<file path="config.mk">
export PLATFORM = sky130hd
export DESIGN_NAME = pong_match_ctrl
export DESIGN_NICKNAME = d
export VERILOG_FILES = /design/src/rtl/pong_pkg.sv /design/src/rtl/bcd_counter.sv /design/src/rtl/pong_match_ctrl.sv
export SDC_FILE = /design/constraint.sdc
export NUM_CORES = 1
export LEC_CHECK = 0
export BUFFER_PORTS_ARGS = -buffer_cell sky130_fd_sc_hd__buf_2
export CORE_MARGIN = 2
export CORE_UTILIZATION = 45
export CTS_CLUSTER_DIAMETER = 30
export CTS_CLUSTER_SIZE = 8
export DETAILED_ROUTE_END_ITERATION = 10
export GPL_ROUTABILITY_DRIVEN = 0
export GPL_TIMING_DRIVEN = 0
export SLEW_MARGIN = 20
export SYNTH_ARGS = -nofsm -noshare
export SYNTH_HDL_FRONTEND = slang
export SYNTH_SLANG_ARGS = --single-unit
export TNS_END_PERCENT = 50
</file>
<file path="constraint.sdc">
create_clock -name clk -period 7.5 [get_ports clk]
set_input_delay 1.5 -clock clk [delete_from_list [all_inputs] [get_ports clk]]
set_output_delay 1.5 -clock clk [all_outputs]
set_load 0.02 [all_outputs]
</file>
<file path="src/rtl/pong_pkg.sv">
// Shared definitions for the pong match controller: FSM encoding, BCD digit
// width and a constant helper used to size score registers.
package pong_pkg;

    localparam int BCD_W = 4;

    typedef enum logic [2:0] {
        ST_IDLE      = 3'd0,
        ST_SERVE     = 3'd1,
        ST_PLAY      = 3'd2,
        ST_POINT     = 3'd3,
        ST_GAME_OVER = 3'd4
    } state_t;

    function automatic int pow10(input int n);
        int r;
        r = 1;
        for (int i = 0; i < n; i++) begin
            r = r * 10;
        end
        return r;
    endfunction

endpackage

</file>
<file path="src/rtl/bcd_counter.sv">
// Multi-digit saturating BCD score counter with a binary shadow copy used for
// arithmetic comparisons elsewhere.
module bcd_counter
    import pong_pkg::*;
#(
    parameter int DIGITS = 2,
    parameter int BIN_W  = 7
) (
    input  logic                      clk,
    input  logic                      reset,
    input  logic                      clr,
    input  logic                      inc,
    output logic [DIGITS*BCD_W-1:0]   bcd,
    output logic [BIN_W-1:0]          bin
);

    logic [DIGITS*BCD_W-1:0] r_bcd;
    logic [DIGITS*BCD_W-1:0] w_bcd_next;
    logic [BIN_W-1:0]        r_bin;
    logic [DIGITS-1:0]       w_nine;
    logic [DIGITS-1:0]       w_carry;
    logic                    w_step;

    // An all-nines score is saturated: the step is suppressed entirely so
    // neither the BCD digits nor the binary shadow move.
    assign w_step = inc & ~(&w_nine);

    genvar gi;
    generate
        for (gi = 0; gi < DIGITS; gi++) begin : g_digit
            assign w_nine[gi] = (r_bcd[gi*BCD_W +: BCD_W] == BCD_W'(9));
            if (gi == 0) begin : g_lsd
                assign w_carry[gi] = w_step;
            end else begin : g_upper
                assign w_carry[gi] = w_carry[gi-1] & w_nine[gi-1];
            end
            assign w_bcd_next[gi*BCD_W +: BCD_W] =
                !w_carry[gi] ? r_bcd[gi*BCD_W +: BCD_W] :
                w_nine[gi]   ? '0 :
                               r_bcd[gi*BCD_W +: BCD_W] + BCD_W'(1);
        end
    endgenerate

    always_ff @(posedge clk) begin
        if (reset || clr) begin
            r_bcd <= '0;
            r_bin <= '0;
        end else if (w_step) begin
            r_bcd <= w_bcd_next;
            r_bin <= r_bin + BIN_W'(1);
        end
    end

    assign bcd = r_bcd;
    assign bin = r_bin;

endmodule

</file>
<file path="src/rtl/pong_match_ctrl.sv">
// Pong match sequencer: serve delay, point intake, BCD scoring per player and
// win detection with a configurable minimum lead.
module pong_match_ctrl
    import pong_pkg::*;
#(
    parameter int NUM_PLAYERS  = 2,
    parameter int SCORE_DIGITS = 2,
    parameter int WIN_SCORE    = 11,
    parameter int WIN_MARGIN   = 2,
    parameter int SERVE_DELAY  = 25000000,
    parameter int PW           = (NUM_PLAYERS > 1) ? $clog2(NUM_PLAYERS) : 1
) (
    input  logic                                  clk,
    input  logic                                  reset,
    input  logic                                  pause,
    input  logic                                  start,
    input  logic                                  point_valid,
    input  logic [PW-1:0]                         point_player,
    output logic [NUM_PLAYERS*SCORE_DIGITS*4-1:0] score_bcd,
    output logic                                  ball_reset,
    output logic                                  ball_enable,
    output logic [PW-1:0]                         serve_to,
    output logic [PW-1:0]                         winner,
    output logic                                  winner_valid,
    output logic [2:0]                            state
);

    localparam int SW    = SCORE_DIGITS * BCD_W;
    localparam int BIN_W = $clog2(pow10(SCORE_DIGITS));
    localparam int CW    = (SERVE_DELAY > 1) ? $clog2(SERVE_DELAY) : 1;
    localparam logic [CW-1:0] SERVE_LOAD = CW'(SERVE_DELAY - 1);
    localparam logic [PW:0]   NP_LIMIT   = (PW+1)'(NUM_PLAYERS);

    state_t              r_state;
    logic                r_start_d;
    logic [CW-1:0]       r_serve_cnt;
    logic                r_ball_reset;
    logic                r_ball_enable;
    logic [PW-1:0]       r_serve_to;
    logic [PW-1:0]       r_winner;
    logic                r_winner_valid;
    logic [PW-1:0]       r_scorer;

    logic                   w_start_rise;
    logic                   w_point_ok;
    logic                   w_clr;
    logic                   w_win;
    logic [NUM_PLAYERS-1:0] w_inc;
    logic [NUM_PLAYERS-1:0] w_beats;
    logic [BIN_W-1:0]       w_bin [NUM_PLAYERS];
    logic [BIN_W-1:0]       w_scorer_bin;

    assign w_start_rise = start & ~r_start_d;
    assign w_point_ok   = (r_state == ST_PLAY) & point_valid & ~pause &
                          ({1'b0, point_player} < NP_LIMIT);
    assign w_clr        = w_start_rise &
                          ((r_state == ST_IDLE) || (r_state == ST_GAME_OVER));

    always_comb begin
        w_scorer_bin = '0;
        for (int i = 0; i < NUM_PLAYERS; i++) begin
            if (r_scorer == PW'(i)) begin
                w_scorer_bin = w_bin[i];
            end
        end
    end

    genvar gi;
    generate
        for (gi = 0; gi < NUM_PLAYERS; gi++) begin : g_player
            assign w_inc[gi] = w_point_ok && (point_player == PW'(gi));
            // Lead test is done in 32-bit signed space so a trailing scorer
            // can never appear to lead through unsigned wrap.
            assign w_beats[gi] = (r_scorer == PW'(gi)) ||
                                 (int'(w_scorer_bin) >= int'(w_bin[gi]) + WIN_MARGIN);

            bcd_counter #(
                .DIGITS (SCORE_DIGITS),
                .BIN_W  (BIN_W)
            ) u_score (
                .clk   (clk),
                .reset (reset),
                .clr   (w_clr),
                .inc   (w_inc[gi]),
                .bcd   (score_bcd[gi*SW +: SW]),
                .bin   (w_bin[gi])
            );
        end
    endgenerate

    assign w_win = (int'(w_scorer_bin) >= WIN_SCORE) && (&w_beats);

    always_ff @(posedge clk) begin
        if (reset) begin
            r_state        <= ST_IDLE;
            r_start_d      <= 1'b1;
            r_serve_cnt    <= '0;
            r_ball_reset   <= 1'b0;
            r_ball_enable  <= 1'b0;
            r_serve_to     <= '0;
            r_winner       <= '0;
            r_winner_valid <= 1'b0;
            r_scorer       <= '0;
        end else begin
            r_start_d     <= start;
            r_ball_reset  <= 1'b0;
            r_ball_enable <= 1'b0;
            case (r_state)
                ST_IDLE: begin
                    if (w_start_rise) begin
                        r_state      <= ST_SERVE;
                        r_serve_cnt  <= SERVE_LOAD;
                        r_serve_to   <= '0;
                        r_ball_reset <= 1'b1;
                    end
                end
                ST_SERVE: begin
                    if (!pause) begin
                        if (r_serve_cnt == '0) begin
                            r_state       <= ST_PLAY;
                            r_ball_enable <= 1'b1;
                        end else begin
                            r_serve_cnt <= r_serve_cnt - CW'(1);
                        end
                    end
                end
                ST_PLAY: begin
                    if (w_point_ok) begin
                        r_state  <= ST_POINT;
                        r_scorer <= point_player;
                    end else begin
                        r_ball_enable <= ~pause;
                    end
                end
                ST_POINT: begin
                    if (w_win) begin
                        r_state        <= ST_GAME_OVER;
                        r_winner       <= r_scorer;
                        r_winner_valid <= 1'b1;
                    end else begin
                        r_state      <= ST_SERVE;
                        r_serve_cnt  <= SERVE_LOAD;
                        r_serve_to   <= r_scorer;
                        r_ball_reset <= 1'b1;
                    end
                end
                ST_GAME_OVER: begin
                    if (w_start_rise) begin
                        r_state        <= ST_SERVE;
                        r_serve_cnt    <= SERVE_LOAD;
                        r_serve_to     <= '0;
                        r_winner_valid <= 1'b0;
                        r_ball_reset   <= 1'b1;
                    end
                end
                default: r_state <= ST_IDLE;
            endcase
        end
    end

    assign ball_reset   = r_ball_reset;
    assign ball_enable  = r_ball_enable;
    assign serve_to     = r_serve_to;
    assign winner       = r_winner;
    assign winner_valid = r_winner_valid;
    assign state        = r_state;

endmodule
</file>
# Word-level counts from Yosys, hierarchy flattened
# Index checks and enable logic that the tools add are counted.
# op_classes
add_sub_neg	9
multipliers	0
div	0
magnitude_cmp	3
eq_ne	16
shifts	0
mux	28
bitwise_logic	14
reduce_logical	24
# ops
cell	n
$mux 25	4
$pmux 25 s3	1
$logic_not 25->1	1
$sub 25x1->25 const B	1
$add 4x1->4 const B	4
$add 7x2->8 const B	2
$eq 4x4->1 const B	4
$ge 7x8->1	2
$mux 4	4
$mux 3	5
$add 7x1->7 const B	2
$ne 2x2->1 const B	7
$reduce_and 2->1	7
$pmux 3 s4	1
$and 1x1->1	8
$mux 1	8
$pmux 1 s2	4
$ge 7x4->1 const B	1
$mux 7	1
$eq 3x2->1 const B	2
$not 1->1	6
$reduce_and 3->1	2
$reduce_and 5->1	1
$logic_or 1x1->1	4
other kinds (9)	12
# totals
register_bits	65
latchBits	0
ram_bits	0
mem_bits_ro	0
input_bits	6
output_inout_bits	24
elab_cells	109
mem_count	0

# Longest topological paths before layout
# Gate-level depths: netlist of run 1.
# depth
word_depth	7
mapped_depth	11
ltp_nobuf	10

# Hierarchy
# Synthesis of run 1 repeated with hierarchy kept, for this count alone.
# unflattened
cells_unflattened	466
hier_area_um2	4053.9
# by_module_without_submodules
mod	n_inst	cells_each	area_each_um2	seq_area_each_um2
pong_match_ctrl	1	312	2605.0	700.7
bcd_counter	2	77	724.4	300.3

# Worst setup path after synthesis of run 1
# No wires, ideal clock.
# synth_timing
kind	input to register
from	in point_valid
to	reg g_player[1].u_score.r_bin[6]
setup_time_ps	115
arrival_time_ps	3004
t_required_ps	7385
path_slack_ps	4381
cell_stages	7
n_path_buf	1
path_cell_list	nor4bb_1 -> and3_1 -> o31a_1 -> clkbuf_1 -> nand4_1 -> o21a_1 -> o21ba_2
# synth_via
elab_chain_cells	4
# synth_rtl
element	line	rtl
from (decl)	pong_match_ctrl.sv:17	input logic point_valid,
$and 1x1->1 (2 in a row)	pong_match_ctrl.sv:54	assign w_point_ok = (r_state == ST_PLAY) & point_valid & ~pause &
$logic_and 1x1->1	pong_match_ctrl.sv:71	assign w_inc[gi] = w_point_ok && (point_player == PW'(gi));
$and 1x1->1	bcd_counter.sv:26	assign w_step = inc & ~(&w_nine);
to (signal assigned)	bcd_counter.sv:50	r_bin <= r_bin + BIN_W'(1);
to (decl)	bcd_counter.sv:19	logic [BIN_W-1:0] r_bin;
# No other way between the ends.
# A chain may end at the register's enable or synchronous reset.

# Worst setup path after layout of run 1
# layout_timing
from	reg r_scorer
to	reg r_serve_cnt[8]
# layout_via
elab_chain_cells	7
word_cells_on_any_way	11
cone_classes	order compare: 3; eq/ne: 1; mux: 1; bitwise: 1; reduce/logical: 5
# layout_rtl
element	line	rtl
from (decl)	pong_match_ctrl.sv:42	logic [PW-1:0] r_scorer;
from (signal assigned)	pong_match_ctrl.sv:130	r_scorer <= point_player;
$mux 7	pong_match_ctrl.sv:62	if (r_scorer == PW'(i)) begin
$ge 7x8->1	pong_match_ctrl.sv:75	(int'(w_scorer_bin) >= int'(w_bin[gi]) + WIN_MARGIN);
$logic_or 1x1->1	pong_match_ctrl.sv:74	assign w_beats[gi] = (r_scorer == PW'(gi)) ||
$reduce_and 2->1	pong_match_ctrl.sv:91	assign w_win = (int'(w_scorer_bin) >= WIN_SCORE) && (&w_beats);
$logic_and 1x1->1 (*)	pong_match_ctrl.sv:91	
$ne 2x2->1 (no source line) (*)	n/a	
$reduce_and 5->1 (no source line) (*)	n/a	
to (signal assigned)	pong_match_ctrl.sv:123	r_serve_cnt <= r_serve_cnt - CW'(1);
to (decl)	pong_match_ctrl.sv:36	logic [CW-1:0] r_serve_cnt;
# Mark *: on every way between the ends. The rest lies on a longest branch, timed or not.

==> results of run 1 <==
[power breakdown]
group | internal [W] | leakage, nW | switching, W
logic | 0.0000389 | 1.03 | 0.0000772
clock network | 0.000145 | 0.0915 | 0.000132
registers | 0.000355 | 0.527 | 0.00000998
[cell usage in the layout, fill, tap and decap left out, drive strengths merged, types with 16 or more instances in the layout]
cell type / instances
dfxtp: 65
nor2: 49
clkbuf: 33
buf: 32
a21oi: 30
nand2: 27
nor3: 23
xor2: 20
ha: 19
inv: 16
nand3: 16
[how the worst max path moves through the flow]
stage / start / to
after global routing: r_scorer / r_serve_cnt[8]
after detailed placement: r_scorer / r_serve_cnt[8]
after floorplan: point_valid / g_player[1].u_score.bin[6]
after CTS: r_scorer / r_serve_cnt[8]
final: r_scorer / r_serve_cnt[8]
after global placement: r_scorer / r_serve_cnt[8]
[routing by layer]
layer / vias to the layer above / global-route usage
li1: 1768 / -
met1: 1645 / 0.306
met2: 99 / 0.315
met3: 13 / 0.0396
met4: 0 / 0.0869
met5: - / 0
[logic make-up after synthesis]
logic type	after synthesis	synth area share
flip-flops	65	0.339
multiplexers	12	0.0332
AO/OA/AOI/OAI	105	0.193
XOR/XNOR	29	0.0661
buffers and inverters	41	0.0430
AND/OR/NAND/NOR	188	0.264
adder cells (fa/ha/maj)	19	0.0619
[worst max-delay path, delay by kind of cell, from the launching register on]
kind | cells | cell delay [ns]
AOI/OAI and AO/OA | 5 | 1.38
buffers and inverters | 3 | 1.17
DFF | 1 | 0.31
muxes | 1 | 0.31
adders and majority gates | 1 | 0.26
and+or+nand+nor | 1 | 0.13
[flip-flops by register name, summed over array words and instances, names as in the netlist]
name                  flops
r_serve_cnt              25
g_player.u_score.bcd     16
g_player.u_score.bin     14
state                     3
ball_enable               1
ball_reset                1
r_scorer                  1
r_start_d                 1
serve_to                  1
winner                    1
winner_valid              1
[per-stage QoR]
step / worst slack [ns] / cells / area [sq um]
2_1_floorplan: 4.38 / 459 / 3840
3_3_place_gp: 3.78 / 592 / 4110
3_5_place_dp: 3.79 / 592 / 4110
4_1_cts: 3.78 / 607 / 4290
5_1_grt: 3.45 / 607 / 4290
6_report: 3.80 / 607 / 4290
[final cells by class]
| class | count | area [sq um] |
|---|---|---|
| Buffer | 24 | 101 |
| Clock buffer | 13 | 169 |
| Clock inverter | 2 | 12.5 |
| Fill cell | 842 | 3960 |
| Inverter | 17 | 63.8 |
| Multi-Input combinational cell | 353 | 2370 |
| Sequential cell | 65 | 1300 |
| Tap cell | 105 | 131 |
| Timing Repair Buffer | 28 | 140 |
==> flow_summary.json, run 1 <==
{
  "status": "finished, final reports clean",
  "drive_above_1_share": 0.129,
  "endpoint_kind": "register",
  "max_freq_mhz": 270,
  "clk_path_buf_depth": 2,
  "initial_core_util": 0.465,
  "cts_tree": "built",
  "ys_top_cells_by_area": "dfxtp_1 34%, ha_1 6.2%, nor2_1 4.7%",
  "top_layer": "met4",
  "ys_warn_count": 0,
  "root_buffer": "clkbuf_8",
  "grt_max_degree": 11,
  "drc": 0,
  "clk_pin_slew_worst_paths_ns": 0.07,
  "die_width_um": 96.4,
  "die_h_um": 96.4,
  "core_area_sq_mm": 0.00826,
  "fin_util": 0.520,
  "r2r_setup_slack_ns": 3.80,
  "slew_violations": 0,
  "worstHoldPathCells": 2,
  "grt_first_pass_wirelength_mm": 15.5,
  "avgSynthCellArea_sq_um": 8.37,
  "clock_sinks": 65,
  "firstDrtPassIters": 5,
  "wl_per_cell_um": 15.5,
  "final-hold-violation-count": 0,
  "grt_usage": 0.214,
  "synthFlopType": "dfxtp_1",
  "htreeDepth": 3,
  "fin_crit_sh": 0.493,
  "crit_top_cell": "clkbuf_1",
  "worstHoldStart": "winner_valid",
  "tns_ns": 0,
  "reg2reg_from": "r_scorer",
  "critPathRequiredTime_ns": 7.71,
  "path_max_fanout": 10,
  "yosysUniqueCellTypes": 68,
  "slew_headroom": 0.380,
  "cts_hold_buf": 0,
  "reg2reg_depth": 11,
  "syn_to_final_growth_pct": 11.8,
  "antenna_left": 0,
  "cts_buffers": 9,
  "yosysSeqAreaShare": 0.339,
  "syn_nets": 484,
  "crit_path_start_kind": "register",
  "nets": 523,
  "crit_path_cell_trace": "clkbuf_1 -> clkbuf_1 -> mux2i_1 -> ha_1 -> nand2b_1 -> a2111oi_0 -> o31ai_1 -> a32o_1 -> a21oi_1 -> clkbuf_1 -> o21ai_0",
  "timing.hold.ws_ns": 0.478,
  "critical_path_arrival_ns": 3.91,
  "io_buffers": 28,
  "routed_wl_mm": 9.42,
  "hold_end": "winner_valid",
  "powerDensity_mw_per_mm2": 176,
  "route.met3.wl_um": 455,
  "peakVddDrop_mv": 0.0798,
  "wl_met2_mm": 3.89,
  "antenna_cells": 0,
  "dp_hpwl_mm": 6.89,
  "power_w": 0.000757,
  "cts-resized-gates": 0,
  "synth_top_area_share": 0.339,
  "antenna_found_initial": 0,
  "ios": 30,
  "syn_inst": 459,
  "worstMarginPinSlew_ns": 0.921,
  "syn_area_sq_mm": 0.00384,
  "reg2reg_to": "r_serve_cnt[8]",
  "setup_violations": 0,
  "dieArea_sq_mm": 0.00929,
  "vias_per_cell": 5.81,
  "grt_pass1_vias": 3196,
  "worst_clock_skew_ns": 0.0133,
  "cpPeakStageDelay_ns": 0.48,
  "via_count": 3525,
  "leakagePower_nw": 1.64,
  "worstSetupPathType": "reg2reg",
  "cap_violations": 0,
  "cp_slowest_cell": "clkbuf_1",
  "insertion_delay_ns": 0.34,
  "rows": 33,
  "synth.top_cells.by_count": "65 x dfxtp_1, 48 x nor2_1, 30 x a21oi_1",
  "rsz0062_at_grt": "no",
  "min_period_ns": 3.70,
  "yosysTopAreaCell": "dfxtp_1",
  "hold_path_class": "reg2reg",
  "yosysMostFrequentCell": "dfxtp_1",
  "met1Wirelength_mm": 4.91,
  "synth_seq_cells": 65,
  "drt_iter0_drc": 165,
  "postSynth.asyncResetShare": 0,
  "cts_setup_buffers": 0,
  "gr-total-overflow": 0,
  "synth_edf_count": 0
}
Power figures use the tool's default switching activity.
==> run 2, diff against run 1 <==
- clock period: 7.5 -> 3.6 ns (I/O delays scaled with it)
==> run 2 against run 1 <==
Sequential share of layout area hardly changed. Count of clock-buffer cells in the layout stayed put. Design area hardly changed. Clock skew is 0.0019 ns higher. Combinational power is 110% higher. Routed wire length hardly changed. Largest cell class unchanged. Highest routed layer unchanged.
==> flow_summary.json, run 2 (synthesized netlist as in run 1, its figures left out) <==
{
  "busiest_layer": "met2",
  "status": "finished, final reports clean",
  "die_width_um": 96.4,
  "fin_crit_sh": 0.889,
  "rsz0062_at_grt": "no",
  "min_period_ns": 3.20,
  "powerDensity_mw_per_mm2": 368,
  "syn_to_final_growth_pct": 11.8,
  "crit_path_start_kind": "register",
  "nets": 522,
  "path_delay_family": "compound AO/OA/AOI/OAI gates",
  "final_common_cell": "dfxtp_1",
  "slew_violations": 0,
  "reg2reg_depth": 10,
  "reg2reg_from": "r_scorer",
  "initial_core_util": 0.465,
  "clock_sinks": 65,
  "firstDrtPassIters": 5,
  "use_met1": 0.306,
  "max_freq_mhz": 312,
  "root_buffer": "clkbuf_8",
  "clk_path_buf_depth": 2,
  "crit_end": "r_serve_cnt[17]",
  "peakVddDrop_mv": 0.168,
  "met3_usage": 0.0396,
  "rows": 33,
  "path_buf_inv": 2,
  "reg2reg_to": "r_serve_cnt[17]",
  "largest_reg_flops": 25,
  "htreeDepth": 3,
  "io_buffers": 28,
  "cp.depth": 10,
  "drc": 0,
  "worstSetupPathType": "reg2reg",
  "dp_hpwl_mm": 6.89,
  "grt_pass1_vias": 3197,
  "gr-total-overflow": 0,
  "r2r_setup_slack_ns": 0.40,
  "crit_path_cell_trace": "buf_2 -> mux2i_1 -> ha_1 -> nand2b_1 -> a2111oi_0 -> o31ai_1 -> a32o_1 -> a21o_1 -> buf_2 -> a32o_1",
  "dpl_cell_area_sq_mm": 0.00411,
  "vias_per_cell": 5.82,
  "cp_slowest_cell": "a2111oi_0",
  "ios": 30,
  "worstMarginPinSlew_ns": 0.844,
  "critPathRequiredTime_ns": 3.84,
  "top_register": "r_serve_cnt",
  "drt_iter0_drc": 152,
  "slew_headroom": 0.432,
  "clk_pin_slew_worst_paths_ns": 0.08,
  "cts_buffers": 9,
  "hold_path_class": "reg2reg",
  "insertion_delay_ns": 0.34,
  "timing.hold.ws_ns": 0.478,
  "setup_violations": 0,
  "grt_first_pass_wirelength_mm": 15.5,
  "design_area_sq_mm": 0.00429,
  "antenna_cells": 0,
  "final-hold-violation-count": 0,
  "cap_violations": 0,
  "routed_wl_mm": 9.43,
  "die_h_um": 96.4,
  "mostFrequentLayoutCells": "65 x dfxtp_1, 48 x nor2_1, 32 x buf_2",
  "leakagePower_nw": 1.65,
  "critical_path_arrival_ns": 3.44,
  "grt_usage": 0.214,
  "via_count": 3526,
  "fin_util": 0.520,
  "antenna_left": 0,
  "grt_max_degree": 11,
  "cpPeakStageDelay_ns": 0.47,
  "antenna_found_initial": 0,
  "endpoint_kind": "register",
  "dieArea_sq_mm": 0.00929,
  "core_area_sq_mm": 0.00826,
  "cts_tree": "built",
  "gr-usage-met2": 0.315,
  "wl_per_cell_um": 15.6,
  "worst_clock_skew_ns": 0.0152,
  "path_max_fanout": 10,
  "drive_above_1_share": 0.134,
  "n_fill_cell": 842,
  "cp-startpoint": "r_scorer"
}
run 2: cell count changes in the layout (fill, tap and decap cells not counted):
cell      change
buf_2         +2
clkbuf_1      -3
run 2: metrics by stage:
step | setup slack [ns] | TNS [ns] | power, W | cells
floorplan | 0.597 | 0 | 0.000949 | 459
global placement | -0.117 | -0.601 | 0.00101 | 592
detailed placement | -0.111 | -0.566 | 0.00101 | 592
CTS | 0.0868 | 0 | 0.00159 | 607
global route | 0.129 | 0 | 0.00165 | 606
finish | 0.399 | 0 | 0.00158 | 606
run 2: worst min-delay path: stages, from the launching register on:
cell and delay (ns):
dfxtp_1 0.32, nand2_1 0.05, a21oi_1 0.06
run 2: worst min path at each step:
stage | to | depth (start not counted) | from | slack, ns
after floorplan | r_serve_cnt[3] | 2 | r_serve_cnt[3] | 0.45
after global placement | winner_valid | 2 | winner_valid | 0.45
after detailed placement | winner_valid | 2 | winner_valid | 0.45
after CTS | winner_valid | 2 | winner_valid | 0.47
after global routing | winner_valid | 2 | winner_valid | 0.49
final | winner_valid | 2 | winner_valid | 0.48
run 2: report_power, final:
part / leakage, nW / switching, W / internal, W / total (W)
clock network: 0.0915 / 0.000275 / 0.000302 / 0.000577
logic: 1.03 / 0.000160 / 0.0000812 / 0.000241
registers: 0.527 / 0.0000209 / 0.000739 / 0.000760
run 2: metal layers:
layer	vias to the layer above	share of wire
met1	1658	0.52
met2	90	0.42
met3	14	0.045
met4	0	0.018
met5	-	0
li1	1764	-
run 2: area by class of cell:
class / count / area, sq um / share of cell area
plain buffers: 23 / 100 / 0.0233
clock buffers: 13 / 169 / 0.0393
clock inverters: 2 / 12.5 / 0.00291
inverters: 17 / 63.8 / 0.0149
multi-input cells: 353 / 2370 / 0.553
flip-flops and latches: 65 / 1300 / 0.303
well taps: 105 / 131 / 0.0306
repair buffers: 28 / 140 / 0.0326
run 2: timing repair:
action / 4_1_cts / 5_1_grt
resized for setup: 1 / 4
endpoints found under the setup margin: 10 / 20
setup buffers: 0 / 0
hold buffers: 0 / 0
